### src/rtl/itu656_pkg.sv
// Shared constants, timing-code helper and 75% colour-bar table for the
// BT.656 encoder.
package itu656_pkg;

   localparam logic [7:0] PREAMBLE_FF = 8'hFF;
   localparam logic [7:0] PREAMBLE_00 = 8'h00;
   localparam logic [7:0] BLANK_C     = 8'h80;
   localparam logic [7:0] BLANK_Y     = 8'h10;

   localparam int NTSC_H_ACTIVE      = 720;
   localparam int NTSC_H_TOTAL_BYTES = 1716;
   localparam int NTSC_V_TOTAL       = 525;
   localparam int NTSC_F2_LINE       = 262;
   localparam int NTSC_F1_ACT_START  = 19;
   localparam int NTSC_F1_ACT_END    = 259;
   localparam int NTSC_F2_ACT_START  = 282;
   localparam int NTSC_F2_ACT_END    = 522;

   // Fourth byte of an EAV/SAV code, including the protection bits.
   function automatic logic [7:0] xy_code(input logic f, input logic v, input logic h);
      return {1'b1, f, v, h, v ^ h, f ^ h, f ^ v, f ^ v ^ h};
   endfunction

   // {Y, Cb, Cr} for bars white, yellow, cyan, green, magenta, red, blue, black.
   function automatic logic [23:0] color_bar(input logic [2:0] bar);
      logic [23:0] ycc;
      case (bar)
         3'd0:    ycc = 24'hB4_80_80;
         3'd1:    ycc = 24'hA2_2C_8E;
         3'd2:    ycc = 24'h83_9C_2C;
         3'd3:    ycc = 24'h70_48_3A;
         3'd4:    ycc = 24'h54_B8_C6;
         3'd5:    ycc = 24'h41_64_D4;
         3'd6:    ycc = 24'h23_D4_72;
         default: ycc = 24'h10_80_80;
      endcase
      return ycc;
   endfunction

endpackage

### src/rtl/itu656_timing.sv
// Byte/line counters and region decode for the BT.656 encoder: EAV/SAV/active
// regions, F and V for the current line, and the pixel request window.
module itu656_timing
   import itu656_pkg::*;
#(
   parameter int H_ACTIVE      = NTSC_H_ACTIVE,
   parameter int H_TOTAL_BYTES = NTSC_H_TOTAL_BYTES,
   parameter int V_TOTAL       = NTSC_V_TOTAL,
   parameter int F2_LINE       = NTSC_F2_LINE,
   parameter int F1_ACT_START  = NTSC_F1_ACT_START,
   parameter int F1_ACT_END    = NTSC_F1_ACT_END,
   parameter int F2_ACT_START  = NTSC_F2_ACT_START,
   parameter int F2_ACT_END    = NTSC_F2_ACT_END
) (
   input  logic       iCLK,
   input  logic       iRST_N,
   output logic [9:0] line_o,
   output logic [1:0] code_idx_o,
   output logic       eav_o,
   output logic       sav_o,
   output logic       act_o,
   output logic       odd_byte_o,
   output logic       act_luma_o,
   output logic       f_o,
   output logic       v_o,
   output logic       req_win_o,
   output logic [9:0] req_x_o
);

   localparam logic [10:0] H_LAST_C    = 11'(H_TOTAL_BYTES - 1);
   localparam logic [10:0] SAV_START_C = 11'(H_TOTAL_BYTES - 2 * H_ACTIVE - 4);
   localparam logic [10:0] ACT_START_C = 11'(H_TOTAL_BYTES - 2 * H_ACTIVE);
   localparam logic [10:0] REQ_START_C = 11'(H_TOTAL_BYTES - 2 * H_ACTIVE - 2);
   localparam logic [10:0] REQ_LAST_C  = 11'(H_TOTAL_BYTES - 4);
   localparam logic [9:0]  V_LAST_C    = 10'(V_TOTAL - 1);
   localparam logic [9:0]  F2_C        = 10'(F2_LINE);
   localparam logic [9:0]  F1S_C       = 10'(F1_ACT_START);
   localparam logic [9:0]  F1E_C       = 10'(F1_ACT_END);
   localparam logic [9:0]  F2S_C       = 10'(F2_ACT_START);
   localparam logic [9:0]  F2E_C       = 10'(F2_ACT_END);

   logic [10:0] hcnt_q, hcnt_d;
   logic [9:0]  line_q, line_d;
   logic [10:0] req_off;

   always_comb begin
      hcnt_d = hcnt_q + 11'd1;
      line_d = line_q;
      if (hcnt_q == H_LAST_C) begin
         hcnt_d = '0;
         line_d = (line_q == V_LAST_C) ? '0 : line_q + 10'd1;
      end
   end

   always_ff @(posedge iCLK or negedge iRST_N) begin
      if (!iRST_N) begin
         hcnt_q <= '0;
         line_q <= '0;
      end else begin
         hcnt_q <= hcnt_d;
         line_q <= line_d;
      end
   end

   assign line_o     = line_q;
   assign eav_o      = (hcnt_q < 11'd4);
   assign sav_o      = (hcnt_q >= SAV_START_C) && (hcnt_q < ACT_START_C);
   assign act_o      = (hcnt_q >= ACT_START_C);
   assign code_idx_o = eav_o ? hcnt_q[1:0] : (hcnt_q[1:0] - SAV_START_C[1:0]);
   // Blanking starts at byte 4, so even byte positions carry the 80 value.
   assign odd_byte_o = hcnt_q[0];
   assign act_luma_o = hcnt_q[0] ^ ACT_START_C[0];

   assign f_o = (line_q >= F2_C);
   assign v_o = (line_q < F1S_C) || ((line_q >= F1E_C) && (line_q < F2S_C)) || (line_q >= F2E_C);

   // Requests lead each chroma byte by two bytes, so the window opens inside SAV.
   assign req_off   = hcnt_q - REQ_START_C;
   assign req_win_o = (hcnt_q >= REQ_START_C) && (hcnt_q <= REQ_LAST_C) && !req_off[0];
   assign req_x_o   = req_off[10:1];

endmodule

### src/rtl/itu_656_encoder.sv
// ITU-R BT.656 byte-stream encoder: codes, blanking, pixel handshake and clamping.
// Define ITU656_COLORBAR_EN to add the iPattern input and internal colour bars.
module itu_656_encoder
   import itu656_pkg::*;
#(
   parameter int H_ACTIVE      = NTSC_H_ACTIVE,
   parameter int H_TOTAL_BYTES = NTSC_H_TOTAL_BYTES,
   parameter int V_TOTAL       = NTSC_V_TOTAL,
   parameter int F2_LINE       = NTSC_F2_LINE,
   parameter int F1_ACT_START  = NTSC_F1_ACT_START,
   parameter int F1_ACT_END    = NTSC_F1_ACT_END,
   parameter int F2_ACT_START  = NTSC_F2_ACT_START,
   parameter int F2_ACT_END    = NTSC_F2_ACT_END
) (
   input  logic        iCLK,
   input  logic        iRST_N,
   input  logic [15:0] iYCbCr,
`ifdef ITU656_COLORBAR_EN
   input  logic        iPattern,
`endif
   output logic        oRequest,
   output logic [9:0]  oX,
   output logic [9:0]  oLine,
   output logic [7:0]  oTD_DATA,
   output logic        oF,
   output logic        oV,
   output logic        oH
);

   logic [9:0]  line, req_x;
   logic [1:0]  code_idx;
   logic        eav, sav, act, odd_byte, act_luma, f, v, req_win;

   logic [7:0]  td_q, td_d;
   logic        req_q, req_d;
   logic [9:0]  x_q, x_d;
   logic [9:0]  oline_q, oline_d;
   logic        f_q, f_d, v_q, v_d, h_q, h_d;
   logic [15:0] pix_q, pix_d;
   logic [15:0] src_word;

   function automatic logic [7:0] clamp8(input logic [7:0] b);
      logic [7:0] r;
      r = b;
      if (b == 8'h00) r = 8'h01;
      else if (b == 8'hFF) r = 8'hFE;
      return r;
   endfunction

   itu656_timing #(
      .H_ACTIVE      (H_ACTIVE),
      .H_TOTAL_BYTES (H_TOTAL_BYTES),
      .V_TOTAL       (V_TOTAL),
      .F2_LINE       (F2_LINE),
      .F1_ACT_START  (F1_ACT_START),
      .F1_ACT_END    (F1_ACT_END),
      .F2_ACT_START  (F2_ACT_START),
      .F2_ACT_END    (F2_ACT_END)
   ) u_timing (
      .iCLK       (iCLK),
      .iRST_N     (iRST_N),
      .line_o     (line),
      .code_idx_o (code_idx),
      .eav_o      (eav),
      .sav_o      (sav),
      .act_o      (act),
      .odd_byte_o (odd_byte),
      .act_luma_o (act_luma),
      .f_o        (f),
      .v_o        (v),
      .req_win_o  (req_win),
      .req_x_o    (req_x)
   );

`ifdef ITU656_COLORBAR_EN
   localparam logic [9:0] BAR_W_C = 10'(H_ACTIVE / 8);
   logic        pat_q, pat_d;
   logic [2:0]  bar_idx;
   logic [23:0] bar_px;
   assign bar_idx = 3'(x_q / BAR_W_C);
`endif

   always_comb begin
      src_word = pix_q;
`ifdef ITU656_COLORBAR_EN
      bar_px = color_bar(bar_idx);
      // oX keeps tracking pixels while the pattern runs; its LSB picks Cb/Cr.
      if (pat_q) src_word = {bar_px[23:16], x_q[0] ? bar_px[7:0] : bar_px[15:8]};
      pat_d = (line == 10'd0 && eav && code_idx == 2'd0) ? iPattern : pat_q;
`endif
      td_d = odd_byte ? BLANK_Y : BLANK_C;
      if (eav || sav) begin
         case (code_idx)
            2'd0:    td_d = PREAMBLE_FF;
            2'd3:    td_d = xy_code(f, v, eav);
            default: td_d = PREAMBLE_00;
         endcase
      end else if (act && !v) begin
         td_d = clamp8(act_luma ? src_word[15:8] : src_word[7:0]);
      end
      req_d = req_win && !v;
`ifdef ITU656_COLORBAR_EN
      req_d = req_d && !pat_q;
`endif
      x_d     = (req_win && !v) ? req_x : x_q;
      pix_d   = req_q ? iYCbCr : pix_q;
      oline_d = line;
      f_d     = f;
      v_d     = v;
      h_d     = !(sav || act);
   end

   always_ff @(posedge iCLK or negedge iRST_N) begin
      if (!iRST_N) begin
         td_q    <= BLANK_Y;
         req_q   <= 1'b0;
         x_q     <= '0;
         oline_q <= '0;
         f_q     <= 1'b0;
         v_q     <= 1'b1;
         h_q     <= 1'b1;
`ifdef ITU656_COLORBAR_EN
         pat_q   <= 1'b0;
`endif
      end else begin
         td_q    <= td_d;
         req_q   <= req_d;
         x_q     <= x_d;
         oline_q <= oline_d;
         f_q     <= f_d;
         v_q     <= v_d;
         h_q     <= h_d;
`ifdef ITU656_COLORBAR_EN
         pat_q   <= pat_d;
`endif
      end
   end

   // Pixel holding register: loaded the clock after a request, used for both bytes.
   always_ff @(posedge iCLK) begin
      pix_q <= pix_d;
   end

   assign oTD_DATA = td_q;
   assign oRequest = req_q;
   assign oX       = x_q;
   assign oLine    = oline_q;
   assign oF       = f_q;
   assign oV       = v_q;
   assign oH       = h_q;

endmodule
### config.mk
export PLATFORM = sky130hd
export DESIGN_NAME = itu_656_encoder
export DESIGN_NICKNAME = d
export VERILOG_FILES = /design/src/rtl/itu656_pkg.sv /design/src/rtl/itu656_timing.sv /design/src/rtl/itu_656_encoder.sv
export SDC_FILE = /design/constraint.sdc
export NUM_CORES = 1
export LEC_CHECK = 0
export BUFFER_PORTS_ARGS = -buffer_cell sky130_fd_sc_hd__buf_2
export CORE_ASPECT_RATIO = 1.1
export CORE_MARGIN = 4
export CORE_UTILIZATION = 60
export DETAILED_ROUTE_END_ITERATION = 16
export GPL_TIMING_DRIVEN = 0
export PLACE_DENSITY_LB_ADDON = 0.12
export RECOVER_POWER = 50
export SYNTH_ARGS = -nofsm -noshare
export SYNTH_HDL_FRONTEND = slang
export SYNTH_SLANG_ARGS = --single-unit
export TNS_END_PERCENT = 30
### constraint.sdc
create_clock -name iCLK -period 7 [get_ports iCLK]
set_input_delay 1.05 -clock iCLK [delete_from_list [all_inputs] [get_ports iCLK]]
set_output_delay 1.05 -clock iCLK [all_outputs]
set_load 0.01 [all_outputs]
==> reports/qor.yml <==
cts_hold_buf: 0
synth_top_area_frac: 0.384
seq_area_um2: 1810
wl_per_cell_um: 14.6
grt_pass1_wl_mm: 10.7
pin_count: 50
port_buffers: 49
nFillCells: 364
peakVddDrop_mv: 0.238
report.final.slew_viol_count: 54
start_util: 0.634
worst_slew_pin_slew_ps: 2730
fin_crit_ps: 3120
die_h_um: 85.3
cts_buffers: 9
core_um2: 5130
place_area_um2: 3590
gr-usage-all-layers: 0.205
antenna_found_initial: 0
path_buf_inv: 1
synth-seq-cells: 69
drt_pass1_iterations: 4
overflow: 0
power.density_nw_per_um2: 204
yosysSeqAreaShare: 0.556
cts_resized: 0
yosysTopAreaCell: "dfrtp_1"
insertedDiodeCount: 0
rsz0062_at_grt: "false"
syn_to_final_growth_pct: 17.1
netlist_area_um2: 3260
fp-row-count: 27
route.detailed.drc: 0
hpwlAfterDp_mm: 4.25
synth_edf_count: 16
ant_nets: 0
setup_tns_ps: 0
max_freq_mhz: 320
drive_gt1_frac: 0.236
top_layer_used: "met4"
grt_pass1_vias: 2273
die_area_um2: 6670
post_cts_buffers: 0
crit_path_start_kind: "input port"
num_vias: 2274
m1WireLength_mm: 2.66
wl_met2_mm: 3.11
cts_max_level: 3
synth_cell_type_count: 55
cap_violations: 1
clkSinkCount: 69
cp.arrival_ps: 2980
total_power_uw: 778
grt_max_degree: 54
critPathTopFamily: "buffers and inverters"
status: "finished with violations"
max_slew_margin: -0.817
synth.top_cells.by_area: "dfrtp_1 38%, edfxtp_1 15%, xor2_1 3.2%, mux2_1 3.1%, ha_1 3.1%"
die_w_um: 78.2
cp_cell_sequence: "clkbuf_1"
cts_tree: "yes"
cts_root_buf: "clkbuf_8"
synthArstFlopShare: 0.768
wl_met3_um: 323
place_ws_ps: 4520
setup_ws_ps: 3880
worstSetupPathType: "input port to async pin"
clk_path_buf_depth: 2
setup_violations: 0
clk_latency_ps: 340
stdcell_area_um2: 3810
worst_setup_path_end_kind: "async pin"
place.gp.congestion: 0.870
routed_wl_mm: 6.13
yosys_warnings: 0
ys_top_cells_by_count: "50 x dfrtp_1, 17 x nand2_1, 16 x edfxtp_1, 16 x nor2_1"
fin_skew_ps: 9.33
hold_class: "flip-flop to flip-flop"
synth_ff_type: "dfrtp_1"
failed_checks: "max-capacitance violations, max-slew violations"
cp_slowest_cell: "clkbuf_1"
multi_input_area_um2: 1310
cp.required_ps: 6850
vias_per_cell: 5.43
hold_viol: 0
fin_crit_sh: 0.446
cellLeakagePower_uw: 0.00183
netlist_instances: 282
avgSynthCellArea_um2: 11.5
nNetsFinal: 368
synth.most_common_cell: "dfrtp_1"
clk_pin_slew_ps: 70
slowest_delay_ps: 1900
syn_nets: 308
crit_fanout: 53
drt_iter0_drc: 143
power breakdown:
| part | total (uW) | internal [uW] | leakage [uW] | switching, uW |
|---|---|---|---|---|
| sequential | 412 | 412 | 0.000856 | 0 |
| clock | 357 | 217 | 0.000117 | 140 |
| combinational | 9.50 | 3.10 | 0.000857 | 6.40 |
path summary, 6_finish.rpt:
| path | cells past startpoint | end | startpoint | slack [ps] |
|---|---|---|---|---|
| min in group asynchronous | 1 | u_timing.hcnt_q[10] | iRST_N | 1580 |
| worst max-delay path | 1 | oTD_DATA[3] | iRST_N | 3880 |
| max in group iCLK | 7 | oX[9] | u_timing.line_o[1] | 4430 |
| worst min register to register | 0 | oLine[8] | u_timing.line_o[8] | 380 |
| worst max register to register | 7 | oX[9] | u_timing.line_o[1] | 4430 |
| worst min-delay path | 0 | oLine[8] | u_timing.line_o[8] | 380 |
metrics by stage:
step	hold slack [ps]	instances	utilization
3_5_place_dp	361	403	0.699
2_1_floorplan	352	282	-
3_3_place_gp	361	403	0.699
5_1_grt	385	419	0.742
6_report	377	419	0.742
4_1_cts	377	419	0.744
logic make-up (layout without fill, tap and decap cells):
kind of cell	after synthesis	count (layout)	synth area share
xor+xnor	23	23	0.0619
flops	69	69	0.556
compound gates	50	50	0.108
mux	18	18	0.0603
fa+ha+maj	8	8	0.0307
buf+inv	31	96	0.0407
simple gates	83	83	0.142
registers in the layout, indices dropped and copies added, names as in the netlist:
register	flops
oF	1
oH	1
oLine	10
oRequest	1
oTD_DATA	8
oV	1
oX	10
pix_q	16
u_timing.hcnt_q	11
u_timing.line_o	10
worst reg2reg max path, stage by stage (launching register included):
cell       delay (ps)
dfrtp_1           480
ha_1              300
nor3_1            200
mux2i_1           260
o2bb2ai_1         230
nor4_2            390
buf_4             270
mux2_1            340
cells in the final DEF (no fill, tap or decap), drive strengths merged, types with 2 or more instances in the layout:
| cell type | instances |
|---|---|
| nor4 | 3 |
| o31ai | 5 |
| nand2 | 18 |
| nand2b | 7 |
| nand3b | 2 |
| nand3 | 3 |
| ha | 8 |
| xnor2 | 11 |
| o221ai | 2 |
| a21o | 2 |
| and2 | 2 |
| a211oi | 3 |
| mux2i | 5 |
| mux2 | 13 |
| o211ai | 3 |
| and4 | 3 |
| o2bb2ai | 2 |
| xor2 | 12 |
| a31oi | 2 |
| edfxtp | 16 |
| nor3 | 6 |
| dfrtp | 50 |
| o22ai | 2 |
| and2b | 2 |
| inv | 12 |
| a211o | 2 |
| o21ai | 12 |
| a21oi | 10 |
| buf | 54 |
| or3 | 3 |
| a22oi | 2 |
| dfstp | 3 |
| clkbuf | 28 |
| nor2 | 16 |
| nor2b | 2 |
| or2 | 3 |
| nand4 | 8 |
| and3 | 2 |
area by class of cell:
class                      instances  area share
sequential                        69       0.475
multi-input combinational        182       0.343
timing repair buffer              49      0.0640
clock buffer                      14      0.0512
tap                               72      0.0236
buffer                            19      0.0226
inverter                          12      0.0118
clock inverter                     2     0.00919
routing by layer:
layer	vias up	GRT usage
met3	5	0.0573
met4	0	0.0684
met2	59	0.343
met1	1092	0.255
li1	1118	-
met5	-	0
(Power assumes the default switching activity.)
